===== config.mk =====
export PLATFORM = sky130hd
export DESIGN_NAME = econet_rx_buffer
export DESIGN_NICKNAME = d
export VERILOG_FILES = /design/src/rtl/econet_rx_buffer.sv
export SDC_FILE = /design/constraint.sdc
export NUM_CORES = 2
export LEC_CHECK = 0
export CELL_PAD_IN_SITES_DETAIL_PLACEMENT = 0
export CELL_PAD_IN_SITES_GLOBAL_PLACEMENT = 1
export CORE_MARGIN = 3
export CORE_UTILIZATION = 41
export CTS_BUF_LIST = sky130_fd_sc_hd__clkbuf_16
export CTS_CLUSTER_DIAMETER = 120
export DETAILED_ROUTE_END_ITERATION = 16
export DONT_BUFFER_PORTS = 1
export PLACE_DENSITY_LB_ADDON = 0.1
export SLEW_MARGIN = 40
export SYNTH_ARGS = -nofsm -noshare
export SYNTH_HDL_FRONTEND = slang
export SYNTH_SLANG_ARGS = --single-unit
export TNS_END_PERCENT = 100

===== constraint.sdc =====
create_clock -name econet_clk -period 4.25 [get_ports econet_clk]
set_input_delay 0.425 -clock econet_clk [delete_from_list [all_inputs] [get_ports econet_clk]]
set_output_delay 0.425 -clock econet_clk [all_outputs]
set_load 0.02 [all_outputs]

===== src/rtl/econet_rx_buffer.sv =====
// Econet receive buffer: filters frames by destination station, checks the FCS
// residue at frame end and holds one good frame for random-access host reads.
module econet_rx_buffer #(
    parameter int          ADDR_W       = 8,
    parameter logic [15:0] GOOD_RESIDUE = 16'hF0B8,
    parameter int          MIN_LEN      = 6
) (
    input  logic              econet_clk,
    input  logic              reset,
    input  logic [7:0]        station_id,
    input  logic              promisc,
    input  logic [7:0]        rx_byte,
    input  logic              rx_byte_ready,
    input  logic              rx_frame_start,
    input  logic              rx_frame_end,
    input  logic [15:0]       rx_fcs,
    input  logic [ADDR_W-1:0] rd_addr,
    output logic [7:0]        rd_data,
    output logic              frame_valid,
    output logic [ADDR_W:0]   frame_len,
    input  logic              frame_ack,
    output logic [7:0]        drop_count
);

    typedef enum logic [1:0] {IDLE, RECV, DISCARD, HOLD} state_t;

    localparam logic [ADDR_W:0] CAPACITY  = {1'b1, {ADDR_W{1'b0}}};
    localparam logic [ADDR_W:0] MIN_COUNT = (ADDR_W + 1)'(MIN_LEN);

    state_t          state_reg, state_next;
    logic [ADDR_W:0] count_reg, count_next;
    logic [ADDR_W:0] frame_len_reg, frame_len_next;
    logic [7:0]      drop_count_reg;
    logic [7:0]      rd_data_reg;
    logic            drop_inc;
    logic            mem_we;
    logic            addr_reject;

    logic [7:0] mem [2**ADDR_W];

    assign addr_reject = (rx_byte != station_id) && (rx_byte != 8'hFF) && !promisc;

    always_ff @(posedge econet_clk or posedge reset) begin
        if (reset) begin
            state_reg      <= IDLE;
            count_reg      <= '0;
            frame_len_reg  <= '0;
            drop_count_reg <= '0;
        end else begin
            state_reg     <= state_next;
            count_reg     <= count_next;
            frame_len_reg <= frame_len_next;
            if (drop_inc && drop_count_reg != 8'hFF)
                drop_count_reg <= drop_count_reg + 8'd1;
        end
    end

    always_comb begin
        state_next     = state_reg;
        count_next     = count_reg;
        frame_len_next = frame_len_reg;
        drop_inc       = 1'b0;
        mem_we         = 1'b0;
        case (state_reg)
            IDLE: begin
                if (rx_frame_start) begin
                    state_next = RECV;
                    count_next = '0;
                end
            end
            RECV: begin
                if (rx_frame_start) begin
                    count_next = '0;
                end else begin
                    // A byte in the same cycle as frame end is counted before the end checks.
                    if (rx_byte_ready && count_reg == CAPACITY) begin
                        drop_inc   = 1'b1;
                        state_next = rx_frame_end ? IDLE : DISCARD;
                    end else if (rx_byte_ready && count_reg == '0 && addr_reject) begin
                        mem_we     = 1'b1;
                        count_next = count_reg + (ADDR_W + 1)'(1);
                        state_next = rx_frame_end ? IDLE : DISCARD;
                    end else begin
                        if (rx_byte_ready) begin
                            mem_we     = 1'b1;
                            count_next = count_reg + (ADDR_W + 1)'(1);
                        end
                        if (rx_frame_end) begin
                            if (count_next < MIN_COUNT || rx_fcs != GOOD_RESIDUE) begin
                                drop_inc   = 1'b1;
                                state_next = IDLE;
                            end else begin
                                state_next     = HOLD;
                                frame_len_next = count_next - (ADDR_W + 1)'(2);
                            end
                        end
                    end
                end
            end
            DISCARD: begin
                if (rx_frame_start) begin
                    state_next = RECV;
                    count_next = '0;
                end else if (rx_frame_end) begin
                    state_next = IDLE;
                end
            end
            HOLD: begin
                // Ack takes priority so a back-to-back frame is not lost.
                if (frame_ack) begin
                    state_next = rx_frame_start ? RECV : IDLE;
                    count_next = '0;
                end else if (rx_frame_start) begin
                    drop_inc = 1'b1;
                end
            end
        endcase
    end

    always_comb begin
        frame_valid = (state_reg == HOLD);
    end

    always_ff @(posedge econet_clk) begin
        if (mem_we)
            mem[count_reg[ADDR_W-1:0]] <= rx_byte;
    end

    always_ff @(posedge econet_clk or posedge reset) begin
        if (reset)
            rd_data_reg <= '0;
        else
            rd_data_reg <= mem[rd_addr];
    end

    assign rd_data    = rd_data_reg;
    assign frame_len  = frame_len_reg;
    assign drop_count = drop_count_reg;

endmodule

==> After elaboration in Yosys (flattened, before gate mapping) <==
Memory sizes are Yosys's and may differ from the RTL's. A register that Yosys moved wholly into a read port is not among the register bits.
Index checks and enable logic that the tools add are counted.
W data, S select, Z words.
{ "word_totals": {"reg_bits": 28, "latchBits": 0, "ram_bits": 2048, "romBits": 0, "inputBits": 47, "output_inout_bits": 26, "wordCells": 80, "n_memories": 1} }
{ "classes": {"add_sub_neg": 3, "multipliers": 0, "div_mod_pow": 0, "order_cmp": 1, "n_eq_ne": 15, "shifts": 0, "muxes": 38, "bitwise": 4, "n_reduce_logical": 14} }
{ "memory_table": {"columns": ["memory", "depth", "word_bits", "rd", "rd_ports_with_merged_regs", "wr", "line_no", "source"], "rows": [
  ["mem", 256, 8, 1, 1, 1, "39", "logic [7:0] mem [2**ADDR_W];"]
]} }
{ "op_table": {"columns": ["operator", "n"], "rows": [
  ["$mux W9", 10],
  ["$pmux W9 S3", 1],
  ["$mux W2", 10],
  ["$ne A16 B16 Y1 const B", 1],
  ["$ne A8 B8 Y1 const B", 2],
  ["$mux W1", 15],
  ["$add A9 B1 Y9 const B", 1],
  ["$eq A9 B9 Y1 const B", 1],
  ["$logic_not A9 Y1", 1],
  ["$lt A9 B3 Y1 const B", 1],
  ["$sub A9 B2 Y9 const B", 1],
  ["$add A8 B1 Y8 const B", 1],
  ["$ne A8 B8 Y1", 1],
  ["$pmux W2 S4", 1],
  ["$logic_and A1 B1 Y1", 6],
  ["$ne A3 B3 Y1 const B", 2],
  ["$reduce_and A6 Y1", 1],
  ["$reduce_and A5 Y1", 1],
  ["$eq A2 B2 Y1 const B", 2],
  ["$ne A2 B1 Y1 const B", 2],
  ["$ne A2 B2 Y1 const B", 2],
  ["$ne A4 B4 Y1 const B", 1],
  ["$not A1 Y1", 4],
  ["$reduce_and A3 Y1", 1],
  ["6 further kinds", 6]
]} }

==> Longest topological paths before layout <==
{ "logic_depth": {"ltp_word": 17, "depth_mapped": 12, "ltp_nobuf": 9} }

==> Worst setup path before layout <==
OpenSTA, ideal clock, no wires.
{ "synth_path": {"kind": "flip-flop to flip-flop", "startpoint": "register count_reg[0]", "endpoint": "memory mem[254][0], enable pin", "setup_ns": 0.370, "arrival_ns": 2.610, "required_time_ns": 3.880, "setup_slack_ns": 1.270, "path_stages_with_launch": 12, "path_buffers": 3, "synth_period_minus_slack_ns": 2.980, "path_cell_list": "dfrtp_1 -> clkbuf_1 -> inv_1 -> ha_1 -> or4bb_1 -> o41ai_4 -> a21boi_2 -> nand4_1 -> or3_1 -> clkbuf_1 -> buf_4 -> nor2_1"} }
{ "synth_between": {"elab_chain_len": 9, "elab_cells_between_ends": 11, "cone_classes": "1 x eq/ne; 6 x mux; 4 x reduce/logical"} }
{ "synth_rtl": {"columns": ["item", "line_no", "source"], "rows": [
  ["start: declaration", "31", "logic [ADDR_W:0] count_reg, count_next;"],
  ["start signal: assignment", "51", "count_reg <= count_next;"],
  ["$logic_not A9 Y1", "79", "end else if (rx_byte_ready && count_reg == '0 && addr_reject) begin"],
  ["$logic_and A1 B1 Y1 (2 in series)", "79", null],
  ["$mux W1", "79", null],
  ["$mux W1", "76", "if (rx_byte_ready && count_reg == CAPACITY) begin"],
  ["$mux W1", "72", "if (rx_frame_start) begin"],
  ["$mux W1", "64", "case (state_reg)"],
  ["$mux W1", "125", "if (mem_we)"],
  ["$mux W1 (implied by the code)", "126", "mem[count_reg[ADDR_W-1:0]] <= rx_byte;"],
  ["end: declaration", "39", null]
]} }
Several ways; a longest one is shown, not always the timed one.

==> key figures <==
Finish
  • Final nets: 4,371
  • Area grow syn2layout: 15.0%
  • Fraction of layout cells with a size suffix above 1: 23.1%
  • Most frequent cells in the layout: edfxtp_1 (2,048), mux4_2 (376), nor2_1 (311)
  • Post-route cell area: 93,500 um^2
  • Most common cell after layout, fill and taps aside: edfxtp_1
  • Cell Count, Final, Fillers Out: 7,131
  • Post-layout util: a little under half
  • Max FFs per register: 2,048

STA
  • Setup slack after layout: roughly 0.12 ns
  • Clock Skews: 0.0233 ns
  • Hold Violations, Final: 0
  • RSZ-0062 raised after global routing: no
  • Peak Freq: roughly 240 MHz
  • Final setup fails: 0
  • Final Max Slew Viols: 0
  • Final Critical Period: a little over 4 ns
  • Final worst path period share: 97.2%
  • Slew @ Worst Pin: ~1.3 ns
  • Setup TNS: 0 ns
  • Slew HR: 12.4%

Clocking
  • Clock transition at path regs: around 0.06 ns
  • Sink Count: around 2,100
  • Cts bufs inserted: approximately 210
  • Worst-Skew Late Latency: about 0.83 ns
  • Post-CTS setup buffers: 0
  • Resized cells post-CTS: 0
  • CTS max path bufs: 3
  • H-tree depth: 4
  • Root buf cell: clkbuf_16
  • CTS tree: yes

Critical path
  • Critical Path Max Stage Delay: roughly 0.58 ns
  • Crit path max-delay family: buffers and inverters
  • CP most frequent cell: buf_16
  • CP required: roughly 5.0 ns
  • Worst Path Buf+Inv: 5
  • Critical Path AT: 4.85 ns
  • Critical path class: input port to register
  • Worst-path maximum fanout: roughly 180
  • Crit-path slowest cell: dlygate4sd3_1
  • CP Launch Type: input port
  • Crit-path cells: buf_16 > buf_16 > buf_16 > mux4_2 > a22o_1 > a221oi_1 > o22ai_1 > o32ai_1 > buf_4 > a41oi_1 > dlygate4sd3_1
  • Critical path endpoint category: register

Routing
  • Final wirelength: between 200,000 and 250,000 um
  • # DRC: 0
  • First-pass DRT Iterations: 5
  • DR iter-0 viols: between 4,000 and 5,000
  • Avg WL per Cell: between 30 and 40 um
  • Vias: 40,500
  • Vias/cell: between 5 and 6
  • Final ANT Viol Nets: 0

Floorplan
  • Die Width: ~450 um
  • Initial Util: 41.5%
  • IO Pins: 73
  • Std cell rows: ~160
  • Die area: roughly 200,000 um^2
  • Total core area: between 150,000 and 200,000 um^2
  • Die height: between 400 and 500 um

Logic synthesis
  • Yosys top cell area share: around three quarters
  • Synth async-reset ratio: under 10%
  • Syn avg cell area: about 20 um^2
  • Ranking of synthesized cells by area: edfxtp_1 (76%), mux4_2 (10%), mux2i_1 (3.2%)
  • Mapped Cells: just over 4,000
  • Post-Syn Nets: 4,124
  • Synth warnings: 0
  • Synth area leader: edfxtp_1
  • Prevailing post-synth register cell: edfxtp_1
  • Sequential-to-total area share from yosys stat: approximately three quarters
  • Unique masters post-synth: 66
  • Post-Syn Area: between 80,000 and 90,000 um^2
  • FF+latch count, synth: approximately 2,100
  • Number of flops mapped to enable cells by yosys: 2,048

Placement
  • Number of placed instances, taps included: roughly 6,700
  • Final GP Congestion: a little under 0.8
  • DPL Wire Length: about 120,000 um
  • Placed inst area: roughly 85,000 um^2
  • IO Port Bufs: 0
  • Setup WS pre-CTS: 0.586 ns

Global routing
  • First-pass GRT wire length: about 310,000 um
  • Largest net degree at the start of global routing: 662
  • GRT Util Overall: between 20% and 30%
  • Vias in the first global route: between 40,000 and 50,000
  • Initial antenna violation count: 12
  • Grt total ovfl: 0

Power
  • Leak: roughly 30 nW
  • VDD IR max: between 300 and 400 uV
  • Pwr Density: between 400 and 500 nW/um^2

Worst hold path
  • Hold crit path type: input port to register

Status
  • Run status: finished, final reports clean

Run
  • MaxCap Viol Count: 0
## per-stage QoR
| step | total power, mW | hold WS [ns] |
|---|---|---|
| after floorplan | 24.2 | 0.491 |
| after global placement | 24.5 | 0.487 |
| after detailed placement | 24.5 | 0.487 |
| after CTS | 43.4 | 0.00184 |
| after global routing | 44.8 | 0.000718 |
| final | 43.3 | 0.0144 |
## synthesized netlist by cell type, types with 8 or more instances
master	number
dfrtp_1	36
a221oi_1	78
a2111oi_0	24
nand4_1	25
buf_4	27
inv_1	15
a21oi_1	27
buf_2	83
xor2_1	8
o2111ai_1	8
nor4_1	13
o32ai_1	8
mux2_2	33
nand3_1	52
nor2_1	324
xnor2_1	18
o21ai_0	48
clkbuf_1	106
nor2b_1	31
mux4_2	376
nand3_2	10
o22ai_1	80
mux2i_1	260
edfxtp_1	2048
a22o_1	32
a211oi_1	10
buf_1	29
nand2_1	76
a22oi_1	71
## routing by layer
layer	global-route usage (%)	routed length [um]	vias to the layer above
li1	-	-	17400
met1	31.7	99000	21600
met2	34.0	105000	1272
met3	3.69	12900	271
met4	5.02	4420	0
met5	0	0	-
## cells by family (layout without fill, tap and decap cells)
| family | Yosys count | in the layout | share of synthesized area [%] |
|---|---|---|---|
| AOI/OAI and AO/OA | 431 | 431 | 3.93 |
| xor gates and xnor gates | 26 | 26 | 0.280 |
| adders and majority gates | 7 | 7 | 0.108 |
| buffers and inverters | 265 | 696 | 1.52 |
| DFF | 2084 | 2084 | 76.8 |
| muxes | 669 | 669 | 14.1 |
| other | 0 | 6 | 0 |
| and+or+nand+nor | 588 | 588 | 3.33 |
## repair_timing
| action | 4_1_cts | 5_1_grt |
|---|---|---|
| hold buffers | 19 | 6 |
| endpoints found under the hold margin | 2100 | 192 |
| endpoints found under the setup margin | 0 | 1 |
## worst paths after layout
path                       slack (ns)      endpoint  cells after the start         start
max                              0.12    rd_data[3]                     11    rd_addr[1]
min                              0.01    mem[30][1]                      1    rx_byte[1]
max reg2reg                      0.57    mem[75][1]                      9  count_reg[0]
min reg2reg                      0.59  count_reg[8]                      2  count_reg[8]
max in group asynchronous        3.63    rd_data[2]                      3         reset
min in group asynchronous        0.20  frame_len[4]                      3         reset
## power breakdown
group          internal, mW  switching (mW)  total (mW)  leakage, nW
combinational         0.743            1.35        2.09         7.47
sequential             22.6          0.0964        22.7         18.9
clock                  10.7            7.86        18.6         3.58
## worst register-to-register path, cell delays in order, from the launching register on
cell and delay, ns:
dfrtp_1 0.52, inv_1 0.11, ha_1 0.32, or4bb_1 0.29, o41ai_4 0.09, a21boi_2 0.24, and4_4 0.54, nand3_1 0.20
buf_4 0.31, nor2_1 0.70
## area by class of cell
cell class / count / area [um^2]
diodes: 6 / 15.0
clock buffers: 219 / 5480
clock inverters: 181 / 1470
fillers: 16300 / 103000
inverters: 15 / 56.3
multi-input cells: 1721 / 17800
flip-flops and latches: 2084 / 62400
well taps: 2624 / 3280
repair buffers: 281 / 3000
(Power assumes the default switching activity.)
